### config.mk
export PLATFORM = sky130hd
export DESIGN_NAME = dffr_univ_reg
export DESIGN_NICKNAME = d
export VERILOG_FILES = /design/src/rtl/dffr_univ_pkg.sv /design/src/rtl/univ_reg_bit.sv /design/src/rtl/dffr_univ_reg.sv
export SDC_FILE = /design/constraint.sdc
export NUM_CORES = 1
export LEC_CHECK = 0
export BUFFER_PORTS_ARGS = -buffer_cell sky130_fd_sc_hd__buf_2
export CAP_MARGIN = 20
export CORE_MARGIN = 2
export CORE_UTILIZATION = 35
export DETAILED_ROUTE_END_ITERATION = 8
export PLACE_DENSITY = 0.64
export SYNTH_ARGS = -nofsm -noshare
export SYNTH_HDL_FRONTEND = slang
export SYNTH_SLANG_ARGS = --single-unit
export TNS_END_PERCENT = 10
### constraint.sdc
create_clock -name Clk -period 1.8 [get_ports Clk]
set_input_delay 0.09 -clock Clk [delete_from_list [all_inputs] [get_ports Clk]]
set_output_delay 0.09 -clock Clk [all_outputs]
set_load 0.005 [all_outputs]
### src/rtl/dffr_univ_pkg.sv
// rtl/dffr_univ_pkg.sv - shared mode encodings, slice selects and flop timing multipliers
package dffr_univ_pkg;

    typedef enum logic [2:0] {
        MODE_HOLD = 3'b000,
        MODE_LOAD = 3'b001,
        MODE_SHL  = 3'b010,
        MODE_SHR  = 3'b011,
        MODE_UP   = 3'b100,
        MODE_DOWN = 3'b101,
        MODE_CLR  = 3'b110,
        MODE_RSVD = 3'b111
    } mode_e;

    typedef enum logic [2:0] {
        SEL_HOLD  = 3'd0,
        SEL_LOAD  = 3'd1,
        SEL_SHL   = 3'd2,
        SEL_SHR   = 3'd3,
        SEL_ARITH = 3'd4
    } slice_sel_e;

    // Library flop timing: rise/setup/hold scale by 2, fall/pulse width by 3.
    localparam int RISE_MULT = 2;
    localparam int FALL_MULT = 3;

endpackage

### src/rtl/univ_reg_bit.sv
// rtl/univ_reg_bit.sv - one bit slice: 5:1 next-state mux feeding an async-reset flop
module univ_reg_bit
    import dffr_univ_pkg::*;
#(
    parameter logic RESET_BIT = 1'b0
) (
    input  logic       clk,
    input  logic       rst,
    input  slice_sel_e sel,
    input  logic       load_bit,
    input  logic       shl_bit,
    input  logic       shr_bit,
    input  logic       arith_bit,
    output logic       q
);

    logic q_d;
    logic q_q;

    always_comb begin
        q_d = q_q;
        case (sel)
            SEL_LOAD:  q_d = load_bit;
            SEL_SHL:   q_d = shl_bit;
            SEL_SHR:   q_d = shr_bit;
            SEL_ARITH: q_d = arith_bit;
            default:   q_d = q_q;
        endcase
    end

    always_ff @(posedge clk or posedge rst) begin
        if (rst) begin
            q_q <= RESET_BIT;
        end else begin
            q_q <= q_d;
        end
    end

    assign q = q_q;

endmodule

### src/rtl/dffr_univ_reg.sv
// rtl/dffr_univ_reg.sv - WIDTH-bit universal register; DFFR_UNIV_REG_SAT_EN selects saturating count
module dffr_univ_reg
    import dffr_univ_pkg::*;
#(
    parameter int               WIDTH     = 8,
    parameter logic [WIDTH-1:0] RESET_VAL = '0,
    parameter int               DELAY     = 1
) (
    input  logic             Clk,
    input  logic             Rst,
    input  logic             En,
    input  logic [2:0]       Mode,
    input  logic [WIDTH-1:0] D,
    input  logic             SerIn,
    output logic [WIDTH-1:0] Q,
    output logic [WIDTH-1:0] nQ,
    output logic             SerOut,
    output logic             Tc
);

    localparam logic [WIDTH-1:0] ONE = {{(WIDTH-1){1'b0}}, 1'b1};

    if (WIDTH < 2 || WIDTH > 32) begin : g_bad_width
        $error("dffr_univ_reg: WIDTH must be in 2..32");
    end

    mode_e            mode;
    slice_sel_e       sel;
    logic [WIDTH-1:0] q;
    logic [WIDTH-1:0] shl_val;
    logic [WIDTH-1:0] shr_val;
    logic [WIDTH-1:0] arith_val;
    logic             at_max;
    logic             at_min;
    logic             sat_hold;

    assign mode    = mode_e'(Mode);
    assign at_max  = &q;
    assign at_min  = ~|q;
    assign shl_val = {q[WIDTH-2:0], SerIn};
    assign shr_val = {SerIn, q[WIDTH-1:1]};

`ifdef DFFR_UNIV_REG_SAT_EN
    assign sat_hold = ((mode == MODE_UP) && at_max) || ((mode == MODE_DOWN) && at_min);
`else
    assign sat_hold = 1'b0;
`endif

    // CLR shares the arithmetic path so each slice needs only a 5:1 mux.
    always_comb begin
        arith_val = '0;
        case (mode)
            MODE_UP:   arith_val = q + ONE;
            MODE_DOWN: arith_val = q - ONE;
            default:   arith_val = '0;
        endcase
    end

    always_comb begin
        sel = SEL_HOLD;
        if (En && !sat_hold) begin
            case (mode)
                MODE_LOAD:                     sel = SEL_LOAD;
                MODE_SHL:                      sel = SEL_SHL;
                MODE_SHR:                      sel = SEL_SHR;
                MODE_UP, MODE_DOWN, MODE_CLR:  sel = SEL_ARITH;
                default:                       sel = SEL_HOLD;
            endcase
        end
    end

    for (genvar i = 0; i < WIDTH; i++) begin : g_slice
        univ_reg_bit #(
            .RESET_BIT (RESET_VAL[i])
        ) u_bit (
            .clk       (Clk),
            .rst       (Rst),
            .sel       (sel),
            .load_bit  (D[i]),
            .shl_bit   (shl_val[i]),
            .shr_bit   (shr_val[i]),
            .arith_bit (arith_val[i]),
            .q         (q[i])
        );
    end

    assign Q  = q;
    assign nQ = ~q;

    always_comb begin
        SerOut = 1'b0;
        Tc     = 1'b0;
        case (mode)
            MODE_SHL:  SerOut = q[WIDTH-1];
            MODE_SHR:  SerOut = q[0];
            MODE_UP:   Tc     = at_max;
            MODE_DOWN: Tc     = at_min;
            default: begin
                SerOut = 1'b0;
                Tc     = 1'b0;
            end
        endcase
    end

`ifndef SYNTHESIS
    localparam real T_SETUP_HOLD = real'(RISE_MULT * DELAY);
    localparam real T_CLK_WIDTH  = real'(FALL_MULT * DELAY);
    localparam real T_RST_PULSE  = real'(10 * DELAY);

    realtime t_rise = -1000.0;
    realtime t_fall = -1000.0;
    realtime t_in   = -1000.0;
    realtime t_rst  = -1000.0;

    always @(posedge Clk) begin
        if (!Rst) begin
            if ($realtime - t_in < T_SETUP_HOLD) $error("dffr_univ_reg: setup violation");
            if ($realtime - t_fall < T_CLK_WIDTH) $error("dffr_univ_reg: Clk low too short");
        end
        t_rise <= $realtime;
    end

    always @(negedge Clk) begin
        if (!Rst && ($realtime - t_rise < T_CLK_WIDTH)) $error("dffr_univ_reg: Clk high too short");
        t_fall <= $realtime;
    end

    always @(D or SerIn or Mode or En) begin
        if (!Rst && ($realtime - t_rise < T_SETUP_HOLD)) $error("dffr_univ_reg: hold violation");
        t_in = $realtime;
    end

    always @(posedge Rst) t_rst <= $realtime;

    always @(negedge Rst) begin
        if ($realtime - t_rst < T_RST_PULSE) $error("dffr_univ_reg: Rst pulse too short");
    end
`endif

endmodule

==> reports/metrics.yaml <==
status: "completed"
multi_input_area_um2: 648
largest_reg_flops: 8
ys_seq_elements: 8
synth_area_leader_cell: "dfrtp_1"
die_area_mm2: 0.00335
port_buffers: 32
place_congestion: 0.899
wl_mm: 2.86
core-area_mm2: 0.00276
startpoint_type: "register"
drt_iter0_markers: 20
grt_max_degree: 22
via_per_inst: 5.65
yosysMostFrequentCell: "a21oi_1"
worst_slew_pin_slew_ps: 462
antenna_cells: 0
netlist_area_mm2: 0.00101
cts_tree: "done"
firstDrtPassIters: 4
grt_usage_pct: 18.4
grt_pass1_vias: 1010
synth.mux.area_fraction_pct: 1.97
synth_top_family_by_area: "compound AO/OA/AOI/OAI gates"
die_w_um: 57.8
hp-class: "in2reg"
synth_compound_area_share_pct: 32.7
clock_latency_ps: 280
cts.sinks: 8
fin_nets: 183
synthAdderAreaFrac_pct: 1.23
drv_cap: 0
dp_hpwl_mm: 2.18
yosys_warnings: 0
clk_path_buf_depth: 2
start_util_pct: 36.8
worstPathArrival_ps: 1900
synth-edff-count: 0
regArea_um2: 203
fp.dieH_um: 57.8
intPower_uw: 487
tns_ps: 0
cellLeakagePower_uw: 0.000566
fillerInstances: 303
synth_top_area_share_pct: 19.7
hold_ws_ps: 134
path_max_fanout: 5
route.detailed.drc: 0
routedWlPerCell_um: 14.6
async_reset_ff_share_pct: 100
yosys.area_share.simple_pct: 24.7
synthTopCellsByCount: "17 x a21oi_1, 11 x nor2_1, 10 x buf_4, 10 x nand2_1"
fin_skew_ps: 8.01
via_count: 1108
crit_required_ps: 1960
peakVddDrop_uv: 326
grt-ovfl-total: 0
drtAntennaViolNets: 0
period_needed_ps: 1740
synth_nets: 154
htree_levels: 1
antenna_found_initial: 0
slew_headroom_pct: 69.1
grt_pass1_wl_mm: 4.63
critPathCaptureType: "register"
synth-xor-area-share_pct: 2.59
p_clk_share_pct: 19.1
p_sw_uw: 345
yosysUniqueCellTypes: 45
setup_viol: 0
seq_area_frac_synth_pct: 19.7
synthCells: 138
fp-row-count: 19
ys.flop_type: "dfrtp_1"
root_buffer: "clkbuf_4"
hold_viol_final: 0
timing.final.crit_share_pct: 96.4
avgSynthCellArea_um2: 7.35
io_pins: 33
seq_power_share_pct: 31.3
slew_viol_final: 0
path_clk_slew_ps: 70
drive_gt1_share_pct: 34.5
cts_buffers: 3
crit_type: "reg2reg"
combinationalPowerShare_pct: 49.6
synthTopCellsByArea: "dfrtp_1 20%, a21oi_1 8.4%, buf_4 7.4%, o22ai_1 5.5%, nor2_1 4.1%"
max_clock_freq_mhz: 576
p_per_area_mw_per_mm2: 686
area_growth_pct: 19.6
p_sw_share_pct: 41.5
==> power by group through the flow <==
| stage | logic (uW) | clock network (uW) | registers, uW |
|---|---|---|---|
| 2_1_floorplan | 315 | 0 | 235 |
| 3_3_place_gp | 390 | 0 | 259 |
| 3_5_place_dp | 396 | 0 | 260 |
| 4_1_cts | 398 | 162 | 257 |
| 5_1_grt | 458 | 170 | 268 |
| 6_report | 413 | 159 | 261 |
==> through the flow <==
step	util, %	instances	worst slack [ps]	instance area, um^2	total power (uW)
2_1_floorplan	-	138	16.1	1010	551
3_3_place_gp	42.1	191	100	1160	649
5_1_grt	44.0	196	-47.4	1210	897
6_report	44.0	196	64.0	1210	832
3_5_place_dp	42.1	191	51.2	1160	656
4_1_cts	43.2	195	11.0	1190	817
==> final timing paths <==
| kind | start | endpoint | slack [ps] | cells after the start |
|---|---|---|---|---|
| setup / recovery | g_slice[1].u_bit.q | g_slice[6].u_bit.q | 60 | 6 |
| hold / removal | D[0] | g_slice[0].u_bit.q | 130 | 3 |
| setup reg to reg | g_slice[1].u_bit.q | g_slice[6].u_bit.q | 60 | 6 |
| hold reg to reg | g_slice[7].u_bit.q | g_slice[7].u_bit.q | 610 | 1 |
| max in group asynchronous | Rst | g_slice[0].u_bit.q | 1200 | 3 |
| min in group asynchronous | Rst | g_slice[6].u_bit.q | 310 | 3 |
==> area by class of cell <==
| type | instances | area share, % |
|---|---|---|
| clock buffer | 3 | 1.86 |
| timing repair buffer | 45 | 21.8 |
| sequential | 8 | 16.7 |
| inverter | 10 | 3.09 |
| multi-input combinational | 99 | 53.4 |
| tap | 31 | 3.20 |
==> critical path, stage by stage, from the launching register on <==
cell       delay (ps)
dfrtp_1           400
xnor2_1           170
ha_2              260
nand4_1           120
a2bb2oi_1         170
and3_1            180
or3b_1            340
==> per-layer routing <==
metal	wire [um]	vias to the layer above	track usage [%]
met5	0	-	0
met4	72	0	11.0
met3	137	6	1.34
met2	1400	39	29.1
met1	1250	511	24.5
li1	-	552	-
==> layout by cell type (no fill, tap or decap), drive strengths merged, types with 3 or more instances in the layout <==
cell	count
buf	44
a21oi	17
nor2	11
nand2	10
inv	10
o22ai	9
dfrtp	8
nor3	5
o21ai	5
and3	3
xnor2	3
a211oi	3
clkbuf	3
==> kinds of logic (layout without fill, tap and decap cells) <==
group,after synthesis,count (layout)
multiplexers,2,2
AND/OR/NAND/NOR,44,44
XOR/XNOR,3,3
flip-flops,8,8
AO/OA/AOI/OAI,49,49
adder cells (fa/ha/maj),1,1
buffers and inverters,31,58
==> timing repair <==
item,CTS,global route
hold buffers,1,0
buffers inserted,0,1
gates resized for setup,0,5
setup endpoints to repair,0,3
hold endpoints to repair,8,0
Note: power is estimated with default switching activity, not from simulation.
